$ cat src/rtl/vu_pkg.sv
// vu_pkg: constants and types shared by the VU frame parser and the meter
// display logic (sync byte, FSM state encodings, default timeout, checksum).
package vu_pkg;

  // Frame start marker.
  localparam logic [7:0] VU_SYNC = 8'hA5;

  // Default inter-byte timeout: 1 ms at 48 MHz.
  localparam int VU_TIMEOUT_CLKS_DEF = 48000;

  // Parser states, 2-bit encoding.
  typedef enum logic [1:0] {
    ST_HUNT    = 2'd0,
    ST_GET_L   = 2'd1,
    ST_GET_R   = 2'd2,
    ST_GET_CHK = 2'd3
  } vu_state_e;

  // Frame check byte: plain 8-bit XOR over sync, left and right.
  function automatic logic [7:0] vu_chk(input logic [7:0] left, input logic [7:0] right);
    return VU_SYNC ^ left ^ right;
  endfunction

endpackage

$ cat src/rtl/vu_frame_parser.sv
// vu_frame_parser: extracts left/right VU levels from a UART byte stream.
// Frames are SYNC, LEFT, RIGHT (3 bytes) by default; defining macro
// VU_FRAME_CHECKSUM_EN appends a CHK byte (SYNC^LEFT^RIGHT) and checks it.
// A byte is taken on the rising edge of the UART data-valid level. A partial
// frame is dropped with an error pulse if the next byte does not arrive
// within TIMEOUT_CLKS cycles.
module vu_frame_parser
  import vu_pkg::*;
#(
  parameter int TIMEOUT_CLKS = VU_TIMEOUT_CLKS_DEF
) (
  input  logic       i_clk,
  input  logic       i_rst,
  input  logic [7:0] i_data,
  input  logic       i_dv,
  output logic [7:0] o_left,
  output logic [7:0] o_right,
  output logic       o_valid,
  output logic       o_err
);

  localparam int              CNT_W    = (TIMEOUT_CLKS > 1) ? $clog2(TIMEOUT_CLKS) : 1;
  localparam logic [CNT_W-1:0] CNT_LAST = CNT_W'(TIMEOUT_CLKS - 1);

  vu_state_e        r_state;
  vu_state_e        w_state_next;
  logic             r_dv_q;
  logic             w_byte;
  logic [CNT_W-1:0] r_cnt;
  logic             w_expire;
  logic [7:0]       r_left_tmp;
  logic             w_latch_l;
  logic             w_commit;
  logic             w_fail;
  logic [7:0]       w_commit_right;
  logic [7:0]       r_left;
  logic [7:0]       r_right;
  logic             r_valid;
  logic             r_err;

  // A held-high data-valid must not be re-consumed, so only its rising edge
  // counts as a byte.
  assign w_byte   = i_dv & ~r_dv_q;
  // Expiry is only meaningful mid-frame; a coincident byte overrides it below.
  assign w_expire = (r_state != ST_HUNT) && (r_cnt == CNT_LAST);

  // Data-valid edge detector; resets high so a level already up at reset
  // release is not mistaken for a fresh byte.
  always_ff @(posedge i_clk) begin
    if (i_rst) r_dv_q <= 1'b1;
    else       r_dv_q <= i_dv;
  end

  // Inter-byte timeout counter: cleared by every byte, held at 0 in HUNT,
  // saturates at its last value instead of wrapping.
  always_ff @(posedge i_clk) begin
    if (i_rst || (r_state == ST_HUNT) || w_byte) r_cnt <= '0;
    else if (r_cnt != CNT_LAST)                  r_cnt <= r_cnt + CNT_W'(1);
  end

  // FSM state register.
  always_ff @(posedge i_clk) begin
    if (i_rst) r_state <= ST_HUNT;
    else       r_state <= w_state_next;
  end

`ifdef VU_FRAME_CHECKSUM_EN
  logic [7:0] r_right_tmp;
  logic       w_latch_r;

  // Right level is held until the check byte confirms the frame.
  always_ff @(posedge i_clk) begin
    if (i_rst)          r_right_tmp <= 8'h00;
    else if (w_latch_r) r_right_tmp <= i_data;
  end

  assign w_commit_right = r_right_tmp;
`else
  // Without a check byte the frame commits on the RIGHT byte itself.
  assign w_commit_right = i_data;
`endif

  // Next-state and control decode; a byte always takes priority over expiry.
  always_comb begin
    w_state_next = r_state;
    w_latch_l    = 1'b0;
    w_commit     = 1'b0;
    w_fail       = 1'b0;
`ifdef VU_FRAME_CHECKSUM_EN
    w_latch_r    = 1'b0;
`endif
    if (w_byte) begin
      case (r_state)
        ST_HUNT: begin
          if (i_data == VU_SYNC) w_state_next = ST_GET_L;
        end
        ST_GET_L: begin
          w_latch_l    = 1'b1;
          w_state_next = ST_GET_R;
        end
        ST_GET_R: begin
`ifdef VU_FRAME_CHECKSUM_EN
          w_latch_r    = 1'b1;
          w_state_next = ST_GET_CHK;
`else
          w_commit     = 1'b1;
          w_state_next = ST_HUNT;
`endif
        end
        ST_GET_CHK: begin
`ifdef VU_FRAME_CHECKSUM_EN
          if (i_data == vu_chk(r_left_tmp, r_right_tmp)) w_commit = 1'b1;
          else                                            w_fail   = 1'b1;
`endif
          w_state_next = ST_HUNT;
        end
        default: w_state_next = ST_HUNT;
      endcase
    end else if (w_expire) begin
      w_fail       = 1'b1;
      w_state_next = ST_HUNT;
    end
  end

  // Left level staging register, filled in GET_L.
  always_ff @(posedge i_clk) begin
    if (i_rst)          r_left_tmp <= 8'h00;
    else if (w_latch_l) r_left_tmp <= i_data;
  end

  // Output registers: levels move only on a committed frame; pulses last one
  // cycle and are mutually exclusive by construction of the decode.
  always_ff @(posedge i_clk) begin
    if (i_rst) begin
      r_left  <= 8'h00;
      r_right <= 8'h00;
      r_valid <= 1'b0;
      r_err   <= 1'b0;
    end else begin
      r_valid <= w_commit;
      r_err   <= w_fail;
      if (w_commit) begin
        r_left  <= r_left_tmp;
        r_right <= w_commit_right;
      end
    end
  end

  assign o_left  = r_left;
  assign o_right = r_right;
  assign o_valid = r_valid;
  assign o_err   = r_err;

endmodule

$ cat config.mk
export PLATFORM = sky130hd
export DESIGN_NAME = vu_frame_parser
export DESIGN_NICKNAME = d
export VERILOG_FILES = /design/src/rtl/vu_pkg.sv /design/src/rtl/vu_frame_parser.sv
export SDC_FILE = /design/constraint.sdc
export NUM_CORES = 1
export LEC_CHECK = 0
export BUFFER_PORTS_ARGS = -buffer_cell sky130_fd_sc_hd__buf_2
export CORE_MARGIN = 1.5
export CORE_UTILIZATION = 30
export CTS_CLUSTER_DIAMETER = 100
export DETAILED_ROUTE_END_ITERATION = 8
export HOLD_SLACK_MARGIN = 0.08
export MAX_ROUTING_LAYER = met4
export PLACE_DENSITY = 0.45
export SYNTH_ARGS = -nofsm -noshare
export SYNTH_HDL_FRONTEND = slang
export SYNTH_SLANG_ARGS = --single-unit
export TNS_END_PERCENT = 50
$ cat constraint.sdc
create_clock -name i_clk -period 2.8 [get_ports i_clk]
set_input_delay 0.56 -clock i_clk [delete_from_list [all_inputs] [get_ports i_clk]]
set_output_delay 0.56 -clock i_clk [all_outputs]
set_load 0.01 [all_outputs]
==> run summary <==
CTS Root Cell = clkbuf_8
Syn nets = 226
Critical Path Sink Type = register
Post-synthesis sequential area ratio = 0.502
Reg2Reg Launch Point = r_cnt[0]$_SDFFE_PP0P_
GP Congestion = 0.748
Wire per inst = 12.4 um
VDD IR max = 0.217 mV
Synth Instances = 214
Synth area leader = dfxtp_1
Number of antenna diodes = 0
Post-Layout Inst Area = 2100 sq um
First-pass GRT wire length = 6.63 mm
Max Slew Vio Count = 0
Largest net degree at the start of global routing = 31
Max-cap check violation count = 0
Fin nets = 252
Tot GR Track Use = 0.138
Critical path fanouts, max = 10
Clock Skews = 0.00199 ns
Num rows = 27
Worst Hold Depth = 2
Detailed Routing Iterations Pass 1 = 4
Synthesized area = 1790 sq um
Relative slew margins = 0.526
Hold WC Path Type = reg2reg
Met1 wire length = 2.09 mm
Power Density = 557 nW/um^2
Status = finished clean
Vias in the first global route = 1380
Hold path startpoint = o_left[6]$_SDFFE_PP0P_
Ratio of cells with drive above 1 in the final layout = 0.174
I/O pin cnt = 29
R2r worst-path depth = 5
Metal2 WL = 1.59 mm
Clock slew at the register clock pins of the worst setup and hold paths = 0.08 ns
Final worst-path cycle share = 0.601
DRC = 0
Synthesis warning total = 0
Setup TNS = 0 ns
DR top layer = met4
RSZ-0062 raised after global routing = no
CTS Sinks = 45
Post-synthesis sequential element count = 45
Synth unique cells = 33
Number of buffers created by CTS = 5
Most frequent cells in the layout = 52 x nand2_1, 45 x dfxtp_1, 30 x a21oi_1
Leakage = 0.711 nW
ANT nets after route = 0
Area share of the largest cell type after synthesis = 0.502
Most common cell after layout, fill and taps aside = nand2_1
Via count = 1520
Slew @ Worst Pin = 0.709 ns
Tmin final = 1.68 ns
DRT iter0 DRCs = 87
Startpoint Class = register
Worst hold margin = 0.455 ns
Final hold viol count = 0
Synth area leaders = dfxtp_1 50%, nand2_1 11%, a21oi_1 8.4%, xnor2_1 3.4%, nor2_1 2.9%
Die Y = 80.3 um
Vias/cell = 4.86
Met3 WL = 137 um
Die Wd = 80.3 um
GR Overflow Total = 0
HPWL after DPL = 2.61 mm
F_max = 0.595 GHz
# port buffers = 28
Worst setup path startpoint = r_cnt[0]$_SDFFE_PP0P_
Initial antenna violation count = 0
Total Wirelength = 3.89 mm
H-Tree Level Count = 2
Die area = 6450 sq um
Max clock buf depth = 2
Worst Path Arrival = 1.90 ns
Synth-to-layout area growth = 17.1%
Avg Cell Area, Syn = 8.38 sq um
Required @ worst endpoint = 3.02 ns
Clk_lat worst skew = 0.29 ns
WS Path Type = reg2reg
Postcts setup bufs = 0
Final Setup Violations = 0
Total core area = 5640 sq um
CTS tree = yes
Dpl cell area = 1980 sq um
Post-cts resize count = 0
Initial Util = 0.318
Hold-fix buffers, CTS = 0
==> power by group <==
group          leakage (nW)  switching, mW  internal (mW)  total [mW]
Clock                0.0585          0.216          0.291       0.508
Sequential            0.363       0.000376          0.640       0.640
Combinational         0.290         0.0145        0.00734      0.0218
==> flip-flops by register name, indices dropped and copies added, names as in the netlist <==
name	flops
r_cnt	16
o_err	1
o_right	8
r_state	2
o_left	8
r_left_tmp	8
r_dv_q	1
o_valid	1
==> final timing paths <==
path,slack (ns),end
max reg2reg,1.12,r_cnt[5]$_SDFFE_PP0P_
min,0.46,o_left[6]$_SDFFE_PP0P_
max,1.12,r_cnt[5]$_SDFFE_PP0P_
min reg2reg,0.46,o_left[6]$_SDFFE_PP0P_
==> Yosys cell counts, drive strengths merged <==
library cell / count
or4: 1
a21oi: 30
xnor2: 7
nor3: 7
nand2: 52
nor4b: 1
and2: 1
xor2: 2
a31oi: 2
and3: 1
and4b: 1
nand3: 6
o21ai: 4
clkbuf: 7
nand2b: 1
nand4: 8
buf: 3
inv: 1
nor2b: 2
or3: 4
nor4: 4
nand3b: 2
and4: 2
mux2i: 1
nor3b: 2
nor2: 14
or2: 1
dfxtp: 45
ha: 1
nor4bb: 1
==> kinds of logic after synthesis <==
logic type                 after synthesis  share of synthesized area
and+or+nand+nor                        111                      0.311
xor gates and xnor gates                 9                     0.0440
buffers and inverters                   11                     0.0286
muxes                                    1                    0.00558
AOI/OAI and AO/OA                       36                      0.102
adders and majority gates                1                    0.00698
DFF                                     45                      0.502
==> through the flow <==
step           power (mW)  setup slack [ns]  utilization  std cells
4_1_cts              1.19              1.11        0.372        313
2_1_floorplan       0.664              1.17            -        214
6_report             1.17              1.12        0.372        313
3_5_place_dp        0.677             0.817        0.352        305
3_3_place_gp        0.678             0.836        0.352        305
5_1_grt              1.21             0.931        0.372        313
==> per-layer routing <==
layer,vias to the layer above,global-route usage
li1,797,-
met1,689,0.199
met2,27,0.180
met3,7,0.0330
met4,0,0.0621
met5,-,-
==> area by class of cell <==
type	count	area, sq um
Clock buffer	7	86.3
Clock inverter	1	30.0
Fill cell	604	3540
Inverter	1	3.75
Multi-Input combinational cell	158	841
Sequential cell	45	901
Tap cell	72	90.1
Timing Repair Buffer	29	148
==> critical path, stage by stage (launching register included) <==
cell,delay [ns]
dfxtp_1,0.35
ha_1,0.31
and4b_4,0.25
and4_4,0.23
or3_1,0.35
a21oi_1,0.14
No activity file was read; power rests on OpenSTA's default activity.
